$ cat src/rtl/snn_ctrl_pkg.sv
// Shared types and constants for the SNN frame sequencer.
package snn_ctrl_pkg;

    // Sequencer states; every state except S_RECV counts as busy.
    typedef enum logic [2:0] {
        S_RECV,
        S_START,
        S_COMPUTE,
        S_TX_DIG,
        S_TX_CR,
        S_TX_LF
    } state_t;

    localparam int DEF_FRAME_BYTES = 98;        // 784 pixels, 8 per byte
    localparam int DEF_GAP_TIMEOUT = 1_000_000; // 20 ms at 50 MHz

    localparam logic [7:0] ASCII_ZERO  = 8'h30;
    localparam logic [7:0] ASCII_QMARK = 8'h3F;
    localparam logic [7:0] ASCII_CR    = 8'h0D;
    localparam logic [7:0] ASCII_LF    = 8'h0A;

    // Digits 0..9 map to '0'..'9'; anything larger is reported as '?'.
    function automatic logic [7:0] digit_to_ascii(input logic [3:0] digit);
        return (digit <= 4'd9) ? (ASCII_ZERO + {4'b0000, digit}) : ASCII_QMARK;
    endfunction

endpackage

$ cat src/rtl/snn_frame_ctrl_gap_timer.sv
// Inter-byte gap timer: counts idle cycles while enabled and flags expiry.
module gap_timer #(
    parameter int GAP_TIMEOUT = 1_000_000
) (
    input  logic clk,
    input  logic rst_n,
    input  logic en,
    input  logic clr,
    output logic expire
);

    localparam int             CW      = $clog2(GAP_TIMEOUT + 1);
    localparam logic [CW-1:0]  LIMIT   = CW'(GAP_TIMEOUT);
    localparam logic [CW-1:0]  CNT_ONE = CW'(1);

    logic [CW-1:0] cnt;

    // Saturating idle counter; restarts on every accepted byte or when disabled.
    // NOTE: sequential state is always assigned with <= so every flop samples
    // pre-edge values regardless of statement order.
    always_ff @(posedge clk or negedge rst_n) begin
        if (!rst_n) begin
            cnt <= '0;
        end else if (clr || !en) begin
            cnt <= '0;
        end else if (cnt != LIMIT) begin
            cnt <= cnt + CNT_ONE;
        end
    end

    // High for the single cycle the limit is reached; the owner then disables us.
    assign expire = en && (cnt == LIMIT);

endmodule

$ cat src/rtl/snn_frame_ctrl.sv
// Frame sequencer: UART bytes -> loader -> SNN core -> ASCII report on UART.
module snn_frame_ctrl
    import snn_ctrl_pkg::*;
#(
    parameter int FRAME_BYTES = DEF_FRAME_BYTES,
    parameter int GAP_TIMEOUT = DEF_GAP_TIMEOUT,
    parameter bit SEND_CRLF   = 1'b1
) (
    input  logic       clk,
    input  logic       rst_n,
    input  logic       rx_rdy,
    input  logic [7:0] rx_data,
    output logic       load_en,
    output logic [7:0] load_data,
    output logic       loader_clr,
    output logic       core_start,
    input  logic       core_done,
    input  logic [3:0] core_digit,
    output logic       tx_start,
    output logic [7:0] tx_data,
    input  logic       tx_rdy,
    output logic       busy,
    output logic [7:0] led
);

    localparam int               CNT_W     = $clog2(FRAME_BYTES + 1);
    localparam logic [CNT_W-1:0] LAST_BYTE = CNT_W'(FRAME_BYTES - 1);
    localparam logic [CNT_W-1:0] CNT_ONE   = CNT_W'(1);

    state_t           state;
    logic [CNT_W-1:0] byte_cnt;
    logic [3:0]       last_digit;
    logic             guard;
    logic             to_flag;
    logic             ov_flag;
    logic             accept;
    logic             gap_en;
    logic             gap_expire;

    assign accept    = rx_rdy && (state == S_RECV);
    assign load_en   = accept;
    assign load_data = rx_data;
    assign busy      = (state != S_RECV);
    assign led       = {ov_flag, to_flag, busy, 1'b0, last_digit};
    assign gap_en    = (state == S_RECV) && (byte_cnt != '0);

    // The transmit strobe follows tx_rdy in the same cycle so the digit can go
    // out the cycle after core_done; guard blocks the cycle after each pulse.
    assign tx_start = (state inside {S_TX_DIG, S_TX_CR, S_TX_LF}) && tx_rdy && !guard;

    gap_timer #(
        .GAP_TIMEOUT (GAP_TIMEOUT)
    ) u_gap_timer (
        .clk    (clk),
        .rst_n  (rst_n),
        .en     (gap_en),
        .clr    (accept),
        .expire (gap_expire)
    );

    // Main sequencer: byte counting, core handshake, report transmission, flags.
    always_ff @(posedge clk or negedge rst_n) begin
        if (!rst_n) begin
            state      <= S_RECV;
            byte_cnt   <= '0;
            last_digit <= '0;
            guard      <= 1'b0;
            to_flag    <= 1'b0;
            ov_flag    <= 1'b0;
            core_start <= 1'b0;
            loader_clr <= 1'b0;
            tx_data    <= 8'h00;
        end else begin
            core_start <= 1'b0;
            loader_clr <= 1'b0;
            guard      <= 1'b0;

            if (rx_rdy && busy) begin
                ov_flag <= 1'b1;
            end

            case (state)
                S_RECV: begin
                    if (rx_rdy) begin
                        // A received byte always beats a coincident gap expiry.
                        if (byte_cnt == '0) begin
                            ov_flag <= 1'b0;
                            to_flag <= 1'b0;
                        end
                        if (byte_cnt == LAST_BYTE) begin
                            byte_cnt   <= '0;
                            core_start <= 1'b1;
                            state      <= S_START;
                        end else begin
                            byte_cnt <= byte_cnt + CNT_ONE;
                        end
                    end else if (gap_expire) begin
                        byte_cnt   <= '0;
                        loader_clr <= 1'b1;
                        to_flag    <= 1'b1;
                    end
                end
                S_START: begin
                    state <= S_COMPUTE;
                end
                S_COMPUTE: begin
                    if (core_done) begin
                        last_digit <= core_digit;
                        tx_data    <= digit_to_ascii(core_digit);
                        state      <= S_TX_DIG;
                    end
                end
                S_TX_DIG: begin
                    if (tx_start) begin
                        guard <= 1'b1;
                        if (SEND_CRLF) begin
                            tx_data <= ASCII_CR;
                            state   <= S_TX_CR;
                        end else begin
                            state <= S_RECV;
                        end
                    end
                end
                S_TX_CR: begin
                    if (tx_start) begin
                        guard   <= 1'b1;
                        tx_data <= ASCII_LF;
                        state   <= S_TX_LF;
                    end
                end
                S_TX_LF: begin
                    if (tx_start) begin
                        guard <= 1'b1;
                        state <= S_RECV;
                    end
                end
                default: state <= S_RECV;
            endcase
        end
    end

endmodule
$ cat config.mk
export PLATFORM = sky130hd
export DESIGN_NAME = snn_frame_ctrl
export DESIGN_NICKNAME = d
export VERILOG_FILES = /design/src/rtl/snn_ctrl_pkg.sv /design/src/rtl/snn_frame_ctrl_gap_timer.sv /design/src/rtl/snn_frame_ctrl.sv
export SDC_FILE = /design/constraint.sdc
export NUM_CORES = 1
export LEC_CHECK = 0
export CAP_MARGIN = 20
export CORE_ASPECT_RATIO = 1.25
export CORE_MARGIN = 10
export CORE_UTILIZATION = 23
export CTS_BUF_LIST = sky130_fd_sc_hd__clkbuf_4 sky130_fd_sc_hd__clkbuf_8 sky130_fd_sc_hd__clkbuf_16
export CTS_CLUSTER_SIZE = 14
export DETAILED_ROUTE_END_ITERATION = 7
export DONT_BUFFER_PORTS = 1
export GPL_TIMING_DRIVEN = 0
export PLACE_DENSITY = 0.45
export SKIP_CTS_REPAIR_TIMING = 1
export SYNTH_ARGS = -nofsm -noshare
export SYNTH_HDL_FRONTEND = slang
export SYNTH_SLANG_ARGS = --single-unit
$ cat constraint.sdc
create_clock -name clk -period 2.1 [get_ports clk]
set_input_delay 0.105 -clock clk [delete_from_list [all_inputs] [get_ports clk]]
set_output_delay 0.105 -clock clk [all_outputs]
set_load 0.01 [all_outputs]
# Word level (Yosys, flattened, before mapping)
# Index checks and enable logic that the tools add are counted.
dict set report word_totals {
  ff_bits 47
  in_bits 17
}
dict set report classes {
  addsub 3
  n_lt_le_gt_ge 1
  eq_ne 15
  mux 32
  n_reduce_logical 23
}
# op count
set ops {}
lappend ops {{$mux W20} 2}
lappend ops {{$mux W7} 4}
lappend ops {{$mux W8} 3}
lappend ops {{$pmux W8 S3} 1}
lappend ops {{$add A20 B1 Y20 const B} 1}
lappend ops {{$eq A20 B20 Y1 const B} 1}
lappend ops {{$ne A20 B20 Y1 const B} 1}
lappend ops {{$mux W3} 6}
lappend ops {{$pmux W3 S6} 1}
lappend ops {{$mux W1} 15}
lappend ops {{$ne A2 B2 Y1 const B} 5}
lappend ops {{$reduce_bool A3 Y1} 3}
lappend ops {{$add A6 B4 Y7 const A} 1}
lappend ops {{$add A7 B1 Y7 const B} 1}
lappend ops {{$eq A7 B7 Y1 const B} 1}
lappend ops {{$logic_not A7 Y1} 1}
lappend ops {{$reduce_bool A7 Y1} 1}
lappend ops {{$eq A3 B2 Y1 const B} 2}
lappend ops {{$eq A3 B3 Y1 const B} 2}
lappend ops {{$logic_and A1 B1 Y1} 6}
lappend ops {{$reduce_and A6 Y1} 1}
lappend ops {{$le A4 B4 Y1 const B} 1}
lappend ops {{$ne A2 B1 Y1 const B} 2}
lappend ops {{$reduce_and A2 Y1} 2}
lappend ops {{other kinds (8)} 10}

# Logic depth before layout (Yosys ltp)
dict set report logic_depth {
  word_depth 6
  depth_mapped 7
}

# Hierarchy
# Synthesis repeated with hierarchy kept, for this count alone.
dict set report unflattened {
  hier_cells 251
  area_unflattened_um2 2401.1
}
# mod instances cells_per_inst area_each_um2 seq_area_each_um2
set by_module_without_submodules {}
lappend by_module_without_submodules {snn_frame_ctrl 1 132 1311.3 600.6}
lappend by_module_without_submodules {gap_timer 1 119 1089.8 500.5}

# Worst setup path before layout
# No wires, ideal clock.
dict set report synth_timing {
  path_kind {reg-to-reg}
  startpoint {reg state[0]}
  endpoint {reg byte_cnt[5]}
  setup_time_ps 145
  t_arrival_ps 1794
  path_slack_ps 161
  path_stages_with_launch 6
  cell_sequence {dfrtp_1 clkbuf_1 or3_1 a21o_1 nor4_2 o211ai_1}
}
dict set report synth_via {
  elab_chain_len 5
}
# element line
set synth_lines {}
lappend synth_lines {{start: declaration} snn_frame_ctrl.sv:30} ;# state_t state;
lappend synth_lines {{start signal: assignment} snn_frame_ctrl.sv:64} ;# state <= S_RECV;
lappend synth_lines {{start signal: assignment} snn_frame_ctrl.sv:93} ;# state <= S_START;
lappend synth_lines {{start signal: assignment} snn_frame_ctrl.sv:104} ;# state <= S_COMPUTE;
lappend synth_lines {{$logic_not A3 Y1 (*)} {snn_frame_ctrl.sv:45, snn_frame_ctrl.sv:82}}
lappend synth_lines {{$logic_and A1 B1 Y1} snn_frame_ctrl.sv:45} ;# assign gap_en = (state == S_RECV) && (byte_cnt != '0);
lappend synth_lines {{$logic_and A1 B1 Y1} snn_frame_ctrl_gap_timer.sv:32} ;# assign expire = en && (cnt == LIMIT);
lappend synth_lines {{$reduce_bool A2 Y1 (no source line)} n/a}
lappend synth_lines {{$reduce_and A2 Y1 (no source line) (*)} n/a}
lappend synth_lines {{end signal: assignment} snn_frame_ctrl.sv:95} ;# byte_cnt <= byte_cnt + CNT_ONE;
lappend synth_lines {{end: declaration} snn_frame_ctrl.sv:31} ;# logic [CNT_W-1:0] byte_cnt;
# Every way passes the cells marked *; elsewhere a longest branch is shown, timed or not.
# A chain may end at the register's enable or synchronous reset.

# Final worst setup path
dict set report layout_timing {
  startpoint {reg u_gap_timer.cnt[1]}
  endpoint {reg u_gap_timer.cnt[18]}
}
dict set report layout_via {
  elab_chain_len 3
  elab_cells_between_ends 5
}
# element line
set layout_lines {}
lappend layout_lines {{start: declaration} snn_frame_ctrl_gap_timer.sv:16} ;# logic [CW-1:0] cnt;
lappend layout_lines {{start signal: assignment} snn_frame_ctrl_gap_timer.sv:27} ;# cnt <= cnt + CNT_ONE;
lappend layout_lines {{$add A20 B1 Y20} snn_frame_ctrl_gap_timer.sv:27}
lappend layout_lines {{$mux W20} snn_frame_ctrl_gap_timer.sv:26} ;# end else if (cnt != LIMIT) begin
lappend layout_lines {{$mux W20} snn_frame_ctrl_gap_timer.sv:24} ;# end else if (clr || !en) begin
# Several ways; a longest one is shown, not always the timed one. The select of a mux whose other input is x is not followed.

==> results.cfg <==
[floorplan]
initial_core_util = 0.236
dieArea_sq_um = 15500
die_y_microns = 137
core_sq_um = 10600
num_io_pins = 46
die_w_microns = 113
rows = 42

[synth]
synth-compound-area-share = 0.147
synth_edf_count = 0
synth-seq-cells = 44
ys.flop_type = dfrtp_1
synth-adder-area-share = 0.0250
yosys-mux-area-fraction = 0.0395
ys_seq_area_frac = 0.440
synthSimpleGateAreaFrac = 0.235
synthArstFlopShare = 1.00
synth_area_sq_um = 2500
yosys_warnings = 0
syn_inst = 264
yosys.cell_types.count = 47
synth_top_family_by_area = simple AND/OR/NAND/NOR gates
synth_area_per_cell_sq_um = 9.47
synth_xor_xnor_area_share = 0.0315

[sta]
drv_slew = 0
finalSetupViolations = 0
timing.fmax_mhz = 498
grt_setup_unrepaired = no
layout_setup_ws_ns = 0.0906
skew_ns = 0.00625
setup_tns_ns = 0
post-route-period-util = 0.957
hold_slack_ns = -0.00948
hold_violations = 2
fin_crit_ns = 2.01

[worst_setup_path]
cpMostUsedCell = or4_1
path_cells = ha_4 > nand2_2 > or4_1 > buf_2 > or4_1 > a21oi_2
endpoint_kind = flip-flop
crit_family = simple AND/OR/NAND/NOR gates
crit_type = reg -> reg
worstPathArrival_ns = 2.22
r2r-start = u_gap_timer.cnt[1]
crit_slowest_cell = or4_1
slowest_delay_ns = 0.50
r2r_setup_slack_ns = 0.09
cp-startpoint = u_gap_timer.cnt[1]
critPathMaxFanout = 7
worstSetupStartpointType = flip-flop
cp_num_buf_inv = 1
worstPathRequired_ns = 2.31

[route]
wl_mm = 6.40
drcViolationCount = 0
drtIter0Drc = 88
drt-vias-per-instance = 4.84
firstDrtPassIters = 4
ant_nets = 0
vias = 2009
wl_per_cell_microns = 15.4

[clocking]
clk_latency_ns = 0.28
clk_path_buf_depth = 2
cts_sinks = 44
numCtsBuffers = 5
root_buffer = clkbuf_16
cts_tree = yes
h-tree-depth = 2
clkTransAtPathRegs_ns = 0.07

[worst_hold_path]
hold_path.class = in -> reg
worstHoldStart = rx_rdy

[power]
pwr-share-comb = 0.323
power.share.switching = 0.359
power.leakage_nw = 1.13
p_per_area_nw_per_um2 = 1060
total_power_mw = 3.21
sequentialPowerShare = 0.397
clock_power_share = 0.280
switchingPower_mw = 1.15
internal_power_mw = 2.06
ir_drop_v = 0.000325

[finish]
area_growth_pct = 20.7
fin_util = 0.284
drive_gt1_frac = 0.201
nets = 304
diodes = 0

[placed_design]
preCtsSetupSlack_ns = -0.329
dpl.hpwl_mm = 4.59
gp_congestion = 0.724
port_buffers = 0

[grt]
grt_start_max_net_pins = 45
grt_use_total = 0.0799
antenna_found_initial = 0
overflow = 0
grt_pass1_wl_mm = 10.4
grt_pass1_vias = 2069

[outcome]
violations = negative hold slack
status = finished with violations

[flow_run]
max_cap_viol_count = 0
cells in the mapped netlist (4+ instances only):
| cell | instances | area [sq um] |
|---|---|---|
| a21oi_1 | 18 | 90.1 |
| a31oi_1 | 4 | 25.0 |
| buf_4 | 15 | 113 |
| clkbuf_1 | 4 | 15.0 |
| dfrtp_1 | 44 | 1100 |
| ha_1 | 5 | 62.6 |
| inv_1 | 14 | 52.6 |
| mux2_2 | 7 | 78.8 |
| nand2_1 | 18 | 67.6 |
| nand2b_1 | 6 | 37.5 |
| nand3_1 | 8 | 40.0 |
| nand4_1 | 6 | 37.5 |
| nor2_1 | 14 | 52.6 |
| nor3_1 | 14 | 70.1 |
| nor4_1 | 4 | 25.0 |
| nor4b_1 | 5 | 43.8 |
| o211ai_1 | 6 | 45.0 |
| o21ai_0 | 10 | 50.1 |
| o31ai_1 | 10 | 75.1 |
| or3_1 | 4 | 25.0 |
| or4_1 | 8 | 60.1 |
| xnor2_1 | 6 | 52.6 |
sequential cells by signal, summed over array words and instances (netlist names):
| name | count |
|---|---|
| to_flag | 1 |
| last_digit | 4 |
| tx_data | 5 |
| guard | 1 |
| core_start | 1 |
| u_gap_timer.cnt | 20 |
| loader_clr | 1 |
| state | 3 |
| ov_flag | 1 |
| byte_cnt | 7 |
metal layers:
metal | routed length [microns] | track usage | vias to the layer above
met4 | 60 | 0.0212 | 0
met1 | 2640 | 0.0851 | 989
met5 | 0 | 0 | -
met3 | 305 | 0.0254 | 4
li1 | - | - | 988
met2 | 3390 | 0.148 | 28
stage by stage:
stage / std cells / instance area [sq um] / hold WS [ns]
2_1_floorplan: 266 / 2510 / -0.191
3_3_place_gp: 398 / 2670 / -0.188
3_5_place_dp: 398 / 2670 / -0.188
4_1_cts: 406 / 2840 / -0.495
5_1_grt: 415 / 3020 / 0.00125
6_report: 415 / 3020 / -0.00948
worst register-to-register path: stages (launching register included):
cell	delay, ns
dfrtp_1	0.42
ha_4	0.17
nand2_2	0.08
or4_1	0.50
buf_2	0.18
or4_1	0.43
a21oi_2	0.15
cell usage in the layout (no fill, tap or decap), types with 4 or more instances in the layout:
cell and instances:
a21oi_1 16, a31oi_1 4, buf_4 18, clkbuf_16 5
dfrtp_1 40, dfrtp_2 4, dlygate4sd3_1 6, ha_1 4
inv_1 14, mux2_2 7, nand2_1 17, nand2b_1 6
nand3_1 8, nand4_1 6, nor2_1 14, nor3_1 13
nor4b_1 4, o211ai_1 6, o21ai_0 10, o31ai_1 10
or4_1 8, xnor2_1 6
cells by family (layout without fill, tap and decap cells):
| family | count (synthesis) | count (layout) |
|---|---|---|
| and+or+nand+nor | 102 | 102 |
| AOI/OAI and AO/OA | 58 | 58 |
| DFF | 44 | 44 |
| buffers and inverters | 36 | 53 |
| xor gates and xnor gates | 9 | 9 |
| muxes | 9 | 9 |
| adders and majority gates | 5 | 5 |
| other | 1 | 3 |
worst paths after layout:
| path | endpoint | depth (start not counted) |
|---|---|---|
| max | u_gap_timer.cnt[18] | 6 |
| min | to_flag | 2 |
| min in group asynchronous | core_start | 2 |
| max reg2reg | u_gap_timer.cnt[18] | 6 |
| min reg2reg | to_flag | 1 |
| max in group asynchronous | last_digit[3] | 2 |
area by class of cell:
cell class              instances  area [sq um]
clock buffers                   5           125
inverters                      15          56.3
fillers                      1131          7600
plain buffers                  20           143
multi-input cells             186          1270
well taps                     132           165
clock inverters                 3          42.5
repair buffers                 10           110
flip-flops and latches         44          1110
power by group through the flow:
stage / combinational (mW) / sequential [mW] / clock (mW)
finish: 1.04 / 1.27 / 0.898
global route: 1.18 / 1.31 / 0.964
CTS: 0.962 / 1.27 / 0.927
detailed placement: 0.959 / 1.29 / 0
global placement: 0.951 / 1.28 / 0
floorplan: 0.775 / 1.22 / 0
Power figures use the tool's default switching activity.
